## src/rtl/mkio_pkg.sv

```systemverilog
// Shared definitions for the subaddress buffer controller.
//   state_t         : controller sequencer states
//   timer_width()   : counter width needed to reach a given cycle limit
//   wc_to_target()  : 1553 word-count field to word total (0 means 2**aw)
//   TIMER_W         : timer width for the default 1200-cycle inter-word limit
package mkio_pkg;

  typedef enum logic [2:0] {
    ST_IDLE,
    ST_RX,
    ST_TX_FETCH,
    ST_TX_LOAD,
    ST_TX_SEND,
    ST_HOST_RD
  } state_t;

  function automatic int unsigned timer_width(input int unsigned cyc);
    return $clog2(cyc + 1);
  endfunction

  function automatic int unsigned wc_to_target(input int unsigned wc, input int unsigned aw);
    return (wc == 0) ? (32'd1 << aw) : wc;
  endfunction

  localparam int unsigned TIMEOUT_CYC_DEFAULT = 1200;
  localparam int unsigned TIMER_W = timer_width(TIMEOUT_CYC_DEFAULT);

endpackage

```

## src/rtl/mkio_word_timer.sv

```systemverilog
// Inter-word timeout counter.
//   clk, rst_n : clock, asynchronous active-low reset
//   clr        : restart from zero (word event or not in a timed state)
//   en         : count this cycle
//   expire     : this idle cycle is the LIMIT-th since the last clear
module mkio_word_timer
  import mkio_pkg::*;
#(
  parameter int unsigned LIMIT = 1200,
  parameter int unsigned W     = timer_width(LIMIT)
) (
  input  logic clk,
  input  logic rst_n,
  input  logic clr,
  input  logic en,
  output logic expire
);

  logic [W-1:0] count;

  always_ff @(posedge clk or negedge rst_n) begin
    if (!rst_n) begin
      count <= '0;
    end else if (clr) begin
      count <= '0;
    end else if (en) begin
      count <= count + W'(1);
    end
  end

  // Fires on the cycle whose edge would bring the count to LIMIT, so the
  // abort lands exactly LIMIT edges after the last word.
  assign expire = en && !clr && (count == W'(LIMIT - 1));

endmodule

```

## src/rtl/dev4_buf_ctrl.sv

```systemverilog
// Sequencer/arbiter for one subaddress data buffer (32 x 16 simple dual-port
// RAM, registered read, single clock).
//   cmd_*      : command from the decoder (valid pulse, T/R bit, word count)
//   rx_*       : decoded receive words
//   tx_*       : transmit words to the encoder (valid/ready)
//   host_*     : host CPU buffer access, served only while no message runs
//   msg_*      : message completion/abort pulses and word count
//   ram_*      : buffer RAM ports; ram_q is valid 1 cycle after ram_rdaddress
module dev4_buf_ctrl
  import mkio_pkg::*;
#(
  parameter int unsigned DATA_WIDTH  = 16,
  parameter int unsigned ADDR_WIDTH  = 5,
  parameter int unsigned TIMEOUT_CYC = 1200
) (
  input  logic                  clk,
  input  logic                  rst_n,
  input  logic                  cmd_valid,
  input  logic                  cmd_tr,
  input  logic [ADDR_WIDTH-1:0] cmd_wc,
  output logic                  cmd_busy,
  input  logic                  rx_valid,
  input  logic [DATA_WIDTH-1:0] rx_data,
  input  logic                  rx_err,
  output logic                  tx_valid,
  output logic [DATA_WIDTH-1:0] tx_data,
  input  logic                  tx_ready,
  input  logic                  host_req,
  input  logic                  host_we,
  input  logic [ADDR_WIDTH-1:0] host_addr,
  input  logic [DATA_WIDTH-1:0] host_wdata,
  output logic                  host_ack,
  output logic [DATA_WIDTH-1:0] host_rdata,
  output logic                  msg_done,
  output logic                  msg_err,
  output logic [ADDR_WIDTH:0]   msg_cnt,
  output logic                  ram_wren,
  output logic [ADDR_WIDTH-1:0] ram_wraddress,
  output logic [DATA_WIDTH-1:0] ram_data,
  output logic [ADDR_WIDTH-1:0] ram_rdaddress,
  input  logic [DATA_WIDTH-1:0] ram_q
);

  localparam int unsigned TW = timer_width(TIMEOUT_CYC);

  state_t                state;
  logic [ADDR_WIDTH-1:0] ptr;
  logic [ADDR_WIDTH:0]   target;

  // Command that arrived while a host read was completing.
  logic                  pend_valid;
  logic                  pend_tr;
  logic [ADDR_WIDTH-1:0] pend_wc;

  logic                  busy_state;
  logic                  supersede;
  logic                  start_go;
  logic                  start_tr;
  logic [ADDR_WIDTH-1:0] start_wc;
  logic                  word_evt;
  logic [ADDR_WIDTH:0]   cnt_next;
  logic                  last_word;
  logic                  host_go;
  logic                  tmr_en;
  logic                  tmr_clr;
  logic                  tmr_expire;

  always_comb begin
    busy_state = (state == ST_RX) || (state == ST_TX_FETCH) ||
                 (state == ST_TX_LOAD) || (state == ST_TX_SEND);
    supersede  = cmd_valid && busy_state;
    start_go   = supersede || ((state == ST_IDLE) && (cmd_valid || pend_valid));
    start_tr   = cmd_valid ? cmd_tr : pend_tr;
    start_wc   = cmd_valid ? cmd_wc : pend_wc;
    word_evt   = ((state == ST_RX) && rx_valid && !rx_err) ||
                 ((state == ST_TX_SEND) && tx_valid && tx_ready);
    cnt_next   = msg_cnt + (ADDR_WIDTH + 1)'(1);
    last_word  = (cnt_next == target);
    // host_ack is still high on the cycle after completion while the host
    // has not yet seen it and dropped host_req; do not re-accept then.
    host_go    = host_req && !host_ack;
    tmr_en     = (state == ST_RX) || (state == ST_TX_SEND);
    tmr_clr    = word_evt || !tmr_en;
  end

  // Read address is combinational so the registered RAM output lines up with
  // the following state (HOST_RD or TX_LOAD).
  always_comb begin
    ram_rdaddress = '0;
    case (state)
      ST_IDLE:     ram_rdaddress = host_addr;
      ST_TX_FETCH: ram_rdaddress = ptr;
      default:     ram_rdaddress = '0;
    endcase
  end

  mkio_word_timer #(
    .LIMIT (TIMEOUT_CYC),
    .W     (TW)
  ) u_timer (
    .clk    (clk),
    .rst_n  (rst_n),
    .clr    (tmr_clr),
    .en     (tmr_en),
    .expire (tmr_expire)
  );

  always_ff @(posedge clk or negedge rst_n) begin
    if (!rst_n) begin
      state         <= ST_IDLE;
      ptr           <= '0;
      target        <= '0;
      pend_valid    <= 1'b0;
      pend_tr       <= 1'b0;
      pend_wc       <= '0;
      cmd_busy      <= 1'b0;
      tx_valid      <= 1'b0;
      tx_data       <= '0;
      host_ack      <= 1'b0;
      host_rdata    <= '0;
      msg_done      <= 1'b0;
      msg_err       <= 1'b0;
      msg_cnt       <= '0;
      ram_wren      <= 1'b0;
      ram_wraddress <= '0;
      ram_data      <= '0;
    end else begin
      ram_wren <= 1'b0;
      host_ack <= 1'b0;
      msg_done <= 1'b0;
      msg_err  <= 1'b0;

      // Every busy-state branch stands aside when cmd_valid is high; the
      // start block below then owns the transition.
      case (state)
        ST_IDLE: begin
          if (!(cmd_valid || pend_valid) && host_go) begin
            if (host_we) begin
              ram_wren      <= 1'b1;
              ram_wraddress <= host_addr;
              ram_data      <= host_wdata;
              host_ack      <= 1'b1;
            end else begin
              state <= ST_HOST_RD;
            end
          end
        end

        ST_HOST_RD: begin
          host_rdata <= ram_q;
          host_ack   <= 1'b1;
          state      <= ST_IDLE;
          if (cmd_valid) begin
            pend_valid <= 1'b1;
            pend_tr    <= cmd_tr;
            pend_wc    <= cmd_wc;
          end
        end

        ST_RX: begin
          if (!cmd_valid) begin
            if (rx_valid && rx_err) begin
              msg_err  <= 1'b1;
              cmd_busy <= 1'b0;
              state    <= ST_IDLE;
            end else if (rx_valid) begin
              ram_wren      <= 1'b1;
              ram_wraddress <= ptr;
              ram_data      <= rx_data;
              ptr           <= ptr + ADDR_WIDTH'(1);
              msg_cnt       <= cnt_next;
              if (last_word) begin
                msg_done <= 1'b1;
                cmd_busy <= 1'b0;
                state    <= ST_IDLE;
              end
            end else if (tmr_expire) begin
              msg_err  <= 1'b1;
              cmd_busy <= 1'b0;
              state    <= ST_IDLE;
            end
          end
        end

        ST_TX_FETCH: begin
          if (!cmd_valid) begin
            state <= ST_TX_LOAD;
          end
        end

        ST_TX_LOAD: begin
          if (!cmd_valid) begin
            tx_data  <= ram_q;
            tx_valid <= 1'b1;
            state    <= ST_TX_SEND;
          end
        end

        ST_TX_SEND: begin
          if (!cmd_valid) begin
            if (tx_ready) begin
              tx_valid <= 1'b0;
              ptr      <= ptr + ADDR_WIDTH'(1);
              msg_cnt  <= cnt_next;
              if (last_word) begin
                msg_done <= 1'b1;
                cmd_busy <= 1'b0;
                state    <= ST_IDLE;
              end else begin
                state <= ST_TX_FETCH;
              end
            end else if (tmr_expire) begin
              tx_valid <= 1'b0;
              msg_err  <= 1'b1;
              cmd_busy <= 1'b0;
              state    <= ST_IDLE;
            end
          end
        end

        default: begin
          state <= ST_IDLE;
        end
      endcase

      // New command: fresh or pending from IDLE, or superseding a live one.
      if (start_go) begin
        state      <= start_tr ? ST_TX_FETCH : ST_RX;
        ptr        <= '0;
        msg_cnt    <= '0;
        target     <= (ADDR_WIDTH + 1)'(wc_to_target(32'(start_wc), ADDR_WIDTH));
        cmd_busy   <= 1'b1;
        tx_valid   <= 1'b0;
        pend_valid <= 1'b0;
        msg_err    <= supersede;
      end
    end
  end

endmodule

```

## config.mk

```make
export PLATFORM = sky130hd
export DESIGN_NAME = dev4_buf_ctrl
export DESIGN_NICKNAME = d
export VERILOG_FILES = /design/src/rtl/mkio_pkg.sv /design/src/rtl/mkio_word_timer.sv /design/src/rtl/dev4_buf_ctrl.sv
export SDC_FILE = /design/constraint.sdc
export NUM_CORES = 1
export LEC_CHECK = 0
export CAP_MARGIN = 15
export CORE_MARGIN = 1
export CORE_UTILIZATION = 33
export CTS_CLUSTER_DIAMETER = 80
export DETAILED_ROUTE_END_ITERATION = 10
export PLACE_DENSITY_LB_ADDON = 0.3
export REMOVE_ABC_BUFFERS = 1
export SLEW_MARGIN = 20
export SYNTH_ARGS = -nofsm -noshare
export SYNTH_HDL_FRONTEND = slang
export SYNTH_SLANG_ARGS = --single-unit
```

## constraint.sdc

```tcl
create_clock -name clk -period 3.8 [get_ports clk]
set_input_delay 0.76 -clock clk [delete_from_list [all_inputs] [get_ports clk]]
set_output_delay 0.76 -clock clk [all_outputs]
set_load 0.03 [all_outputs]
```

==> out/results.txt, run 1 <==
outcome: completed
Antenna Nets Post-Route: 0
Worst slew margin: 35.3%
leakage: 2.71 nW
Primary FF master, synth: dfrtp_1
router iterations before antenna repair: 4
vias in the first global route: 3649
r2r worst-path depth: 3
CP Launch Type: flop
Fin Clk Skew: 0.0120 ns
Worst-path clk slew: 0.06 ns
Yosys Warn Count: 0
synthesis-to-finish area growth: 38.5%
Reg area: 2430 sq um
final setup margin: 0.823 ns
final slew viol count: 0
Routed Wire Length: 10800 microns
final period utilization: 78.3%
ant diodes: 0
via count: 3568
Layout fillers: 1264
clk buf depth: 2
element type at the critical path end: output pin
FP Rows: 43
crit path max fanout: 18
area of the multi-input gates: 2150 sq um
# nets final: 624
minimum clock period: 2.98 ns
die area: 14800 sq um
PD cells: 826 nW/um^2
hold_buf cts: 0
Max VDD drop: 430 uV
CTS tree: yes
Final Hold Fails: 0
power after layout: 5.40 mW
setup_tns: 0 ns
Final Hold Slack: 0.408 ns
Worst EP required: 3.04 ns
Post-Synthesis Cell Area: 4720 sq um
gate count of the mapped netlist: 421
DRT iter0 DRCs: 142
pin count of the biggest net entering global routing: 45
I/O Buffers: 136
# Post-CTS Setup Buffers: 0
drt drc: 0
Ports: 137
sequential area share after synthesis: 51.4%
core area: 13900 sq um
Worst EP arrival: 2.22 ns
HPWL after DPL: 7790 microns
post-synthesis cell type count: 55
layout cells sized above 1: 15.9%
f_max: 0.336 GHz
DIE WIDTH: 122 microns
RePlAce Congestion: 0.845
worst min-delay path category: in2async
first-pass GRT wire length: 17800 microns
Post-synth EDFFs: 0
unrepaired setup endpoints after global routing: false
H-tree depth: 3
endpoints failing setup: 0
Root Driver: clkbuf_16
grt ovf: 0
Num Clock Sinks: 97
drt wl/cell: 14.7 microns
worst slew pin tran: 0.968 ns
initial core utilization: 33.9%
post-cts resize count: 0
Setup CP Type: reg2out
Synth Register Bits: 97
Syn Area/Cell: 11.2 sq um
CTS Buf Count: 9
worst-skew pair later-pin latency: 0.35 ns
GR Util All Layers: 15.6%
Post-Place Worst Slack: 0.919 ns
asr flop ratio synth: 100%
chip height: 122 microns
initial antenna violation count: 0
Vias/cell: 4.83
maxcap violations: 0
final cells by class:
type / instances / area share, %
timing repair buffer: 142 / 21.5
sequential: 97 / 37.1
tap: 180 / 3.44
clock buffer: 10 / 3.65
inverter: 9 / 0.516
clock inverter: 5 / 0.975
multi-input combinational: 295 / 32.9
layout by cell type, fill, tap and decap left out, drive strengths merged, types with 5 or more instances in the layout:
cell,instances
a21oi,33
buf,7
clkbuf,10
clkdlybuf4s50,135
dfrtp,97
inv,10
mux2,39
mux2i,31
nand2,22
nand3,12
nand4,5
nor2,56
nor2b,5
nor3,5
o21ai,14
xnor2,8
xor2,15
sequential cells by signal, indices dropped and copies added, names as in the netlist:
register / count
cmd_busy: 1
host_ack: 1
host_rdata: 16
msg_cnt: 6
msg_done: 1
msg_err: 1
pend_tr: 1
pend_valid: 1
pend_wc: 5
ptr: 5
ram_data: 16
ram_wraddress: 5
ram_wren: 1
state: 3
target: 6
tx_data: 16
tx_valid: 1
u_timer.count: 11
cells by family after synthesis:
logic type | share of synthesized area, %
xor+xnor | 4.27
flops | 51.4
mux | 15.9
fa+ha+maj | 0.795
compound gates | 11.0
simple gates | 13.4
buf+inv | 3.28
report_power, final:
part	total [mW]	internal [mW]	switching [mW]
logic	2.72	1.22	1.50
registers	1.76	1.44	0.316
clock network	0.919	0.529	0.390
per-layer routing:
layer | track usage, % | share of wire (%) | vias to the layer above
li1 | - | - | 1756
met5 | 0 | 0 | -
met1 | 19.0 | 43 | 1699
met4 | 6.25 | 2.0 | 0
met2 | 25.6 | 48 | 96
met3 | 4.92 | 7.0 | 17
through the flow:
| step | util, % | area [sq um] | cells |
|---|---|---|---|
| after floorplan | - | 4600 | 401 |
| after detailed placement | 44.8 | 6240 | 723 |
| after global routing | 47.0 | 6540 | 738 |
| final | 47.0 | 6540 | 738 |
| after global placement | 44.8 | 6240 | 723 |
| after CTS | 47.0 | 6540 | 738 |
synthesized netlist by cell type, types with 3 or more instances:
cell type  number  area (sq um)
nand2b_1        4          25.0
a21oi_2        18           158
buf_6           4          45.0
a21oi_1        14          70.1
nor3b_1         3          22.5
dfrtp_1        97          2430
nor3_1          5          25.0
o21ai_0        12          60.1
mux2i_1        31           310
mux2_2         39           439
nor2_1         56           210
nand3_1        12          60.1
nor4_1          3          18.8
nand4_1         5          31.3
nor2b_1         5          31.3
xor2_1         15           131
ha_1            3          37.5
nand2_1        22          82.6
inv_1           9          33.8
buf_2           7          35.0
o31ai_1         3          22.5
xnor2_1         8          70.1
clkbuf_1        5          18.8
final timing paths:
path / from / end / slack [ns]
setup / recovery: state[2] / ram_rdaddress[1] / 0.82
hold reg to reg: target[1] / target[1] / 0.50
hold / removal: rst_n / msg_cnt[4] / 0.41
max in group asynchronous: rst_n / host_rdata[8] / 2.59
min in group clk: target[1] / target[1] / 0.50
setup reg to reg: state[1] / host_rdata[12] / 1.35
critical path, cell delays in order, from the launching register on:
cell and delay, ns:
dfrtp_1 0.70, inv_1 0.21, nand2_1 0.28, nor2_1 0.09
clkdlybuf4s50_1 0.59
(Power assumes the default switching activity.)
==> inputs of run 2 (changes only) <==
- clock period: 3.8 -> 2.7 ns (I/O delays scaled with it)
==> out/results.txt, run 2 (same netlist as run 1, synthesis figures left out) <==
Final Hold Fails: 0 (unchanged)
f_max: 0.400 GHz
Setup CP Type: reg2out
die area: 14800 sq um (unchanged)
worst min-delay path category: in2async
element type at the critical path end: output pin
Layout fillers: 1219 (-3.6%)
Worst R2R End: ram_wraddress[1]
Worst slew margin: 47.0% (+12 points)
# nets final: 630 (+0.96%)
crit path max fanout: 6 (-12)
drt drc: 0 (unchanged)
Max VDD drop: 621 uV (+44%)
first-pass GRT wire length: 17600 microns (-1.2%)
Antenna Nets Post-Route: 0 (unchanged)
# Post-CTS Setup Buffers: 0 (unchanged)
r2r worst-path depth: 7 (+4)
maxcap violations: 0 (unchanged)
clk buf depth: 2 (unchanged)
leakage: 2.75 nW (+1.5%)
layout cells sized above 1: 17.0% (+1.0 points)
FP Rows: 43 (unchanged)
H-tree depth: 3 (unchanged)
pin count of the biggest net entering global routing: 51 (+13%)
dpl cells: 729 (+0.83%)
GR Util All Layers: 15.5% (-0.13 points)
Num Clock Sinks: 97 (unchanged)
Ports: 137 (unchanged)
Worst EP required: 2.16 ns (-0.88 ns)
PD cells: 1160 nW/um^2 (+41%)
Worst-path clk slew: 0.06 ns (about the same)
Root Driver: clkbuf_16
I/O Buffers: 136 (unchanged)
DRT iter0 DRCs: 169 (+19%)
core area: 13900 sq um (unchanged)
Fin Clk Skew: 0.00597 ns (-0.00605 ns)
endpoints failing setup: 0 (unchanged)
CTS Buf Count: 9 (unchanged)
final period utilization: 92.6%
leading cell type in the layout, fill and taps excluded: clkdlybuf4s50_1
post-cts resize count: 0 (unchanged)
HPWL after DPL: 7990 microns (+2.5%)
Routed Wire Length: 11000 microns (+1.9%)
Cell Count, Final, Fillers Out: 745 (+0.95%)
worst-skew pair later-pin latency: 0.35 ns (about the same)
Final Util: 47.5% (+0.51 points)
worst slew pin tran: 0.789 ns (-0.180 ns)
most frequent cells in the layout: clkdlybuf4s50_1 (135), dfrtp_1 (97), nor2_1 (56)
Final Hold Slack: 0.212 ns (-0.196 ns)
largest registers: host_rdata: 16 flops, ram_data: 16 flops, tx_data: 16 flops
flop-to-flop setup slack: 0.58 ns (-0.77 ns)
setup_tns: 0 ns (unchanged)
initial core utilization: 33.9% (unchanged)
vias in the first global route: 3564 (-2.3%)
via count: 3584 (+0.45%)
RePlAce Congestion: 0.868 (+2.6%)
synthesis-to-finish area growth: 40.0%
router iterations before antenna repair: 4 (unchanged)
ant diodes: 0 (unchanged)
Worst EP arrival: 1.96 ns (-0.26 ns)
drt wl/cell: 14.8 microns (+0.99%)
CP Launch Type: flop
unrepaired setup endpoints after global routing: false
CTS tree: yes
DIE WIDTH: 122 microns (unchanged)
hold_buf cts: 0 (unchanged)
initial antenna violation count: 0 (unchanged)
minimum clock period: 2.50 ns
outcome: completed
grt ovf: 0 (unchanged)
Vias/cell: 4.81 (-0.50%)
chip height: 122 microns (unchanged)
final slew viol count: 0 (unchanged)
worst r2r src: state[1]
[run 2: where the power goes]
group	total (mW)	internal (mW)	switching, mW
Clock	1.30	0.746	0.551
Sequential	2.42	2.03	0.382
Combinational	3.98	1.77	2.20
Total	7.69	4.55	3.14
[run 2: worst max-delay path: stages (launching register included)]
cell             delay [ns]
dfrtp_1                0.38
inv_1                  0.20
nand2_1                0.22
nor2_1                 0.15
clkdlybuf4s50_1        0.67
[run 2: worst max path at each step]
stage                       startpoint                to  slack, ns  cells past startpoint
final                         state[0]  ram_rdaddress[4]       0.20                      4
after global routing          state[0]  ram_rdaddress[4]       0.02                      4
after CTS                     state[0]  ram_rdaddress[4]       0.16                      4
after detailed placement  host_addr[3]  ram_rdaddress[3]       0.27                      4
after global placement    host_addr[2]  ram_rdaddress[2]       0.32                      4
after floorplan               state[1]       ram_data[0]       0.28                      5
[run 2: per-stage QoR]
| step | area (sq um) | setup WS (ns) | power [mW] |
|---|---|---|---|
| floorplan | 4600 | 0.279 | 4.85 |
| CTS | 6610 | 0.158 | 7.79 |
| global route | 6610 | 0.0209 | 8.14 |
| finish | 6610 | 0.199 | 7.69 |
| detailed placement | 6310 | 0.270 | 6.44 |
| global placement | 6310 | 0.315 | 6.36 |
[run 2: cell type report]
type,instances,area [sq um],share of cell area [%]
clock buffers,10,239,3.61
clock inverters,6,65.1,0.984
inverters,9,33.8,0.511
multi-input cells,295,2150,32.5
flip-flops and latches,97,2430,36.7
well taps,180,225,3.41
repair buffers,148,1470,22.3
[run 2: layer usage]
layer / track usage (%) / up-vias / share of wire [%]
li1: - / 1769 / -
met1: 19.0 / 1695 / 44
met2: 25.3 / 106 / 47
met3: 3.79 / 14 / 6.4
met4: 7.79 / 0 / 1.9
met5: 0 / - / 0
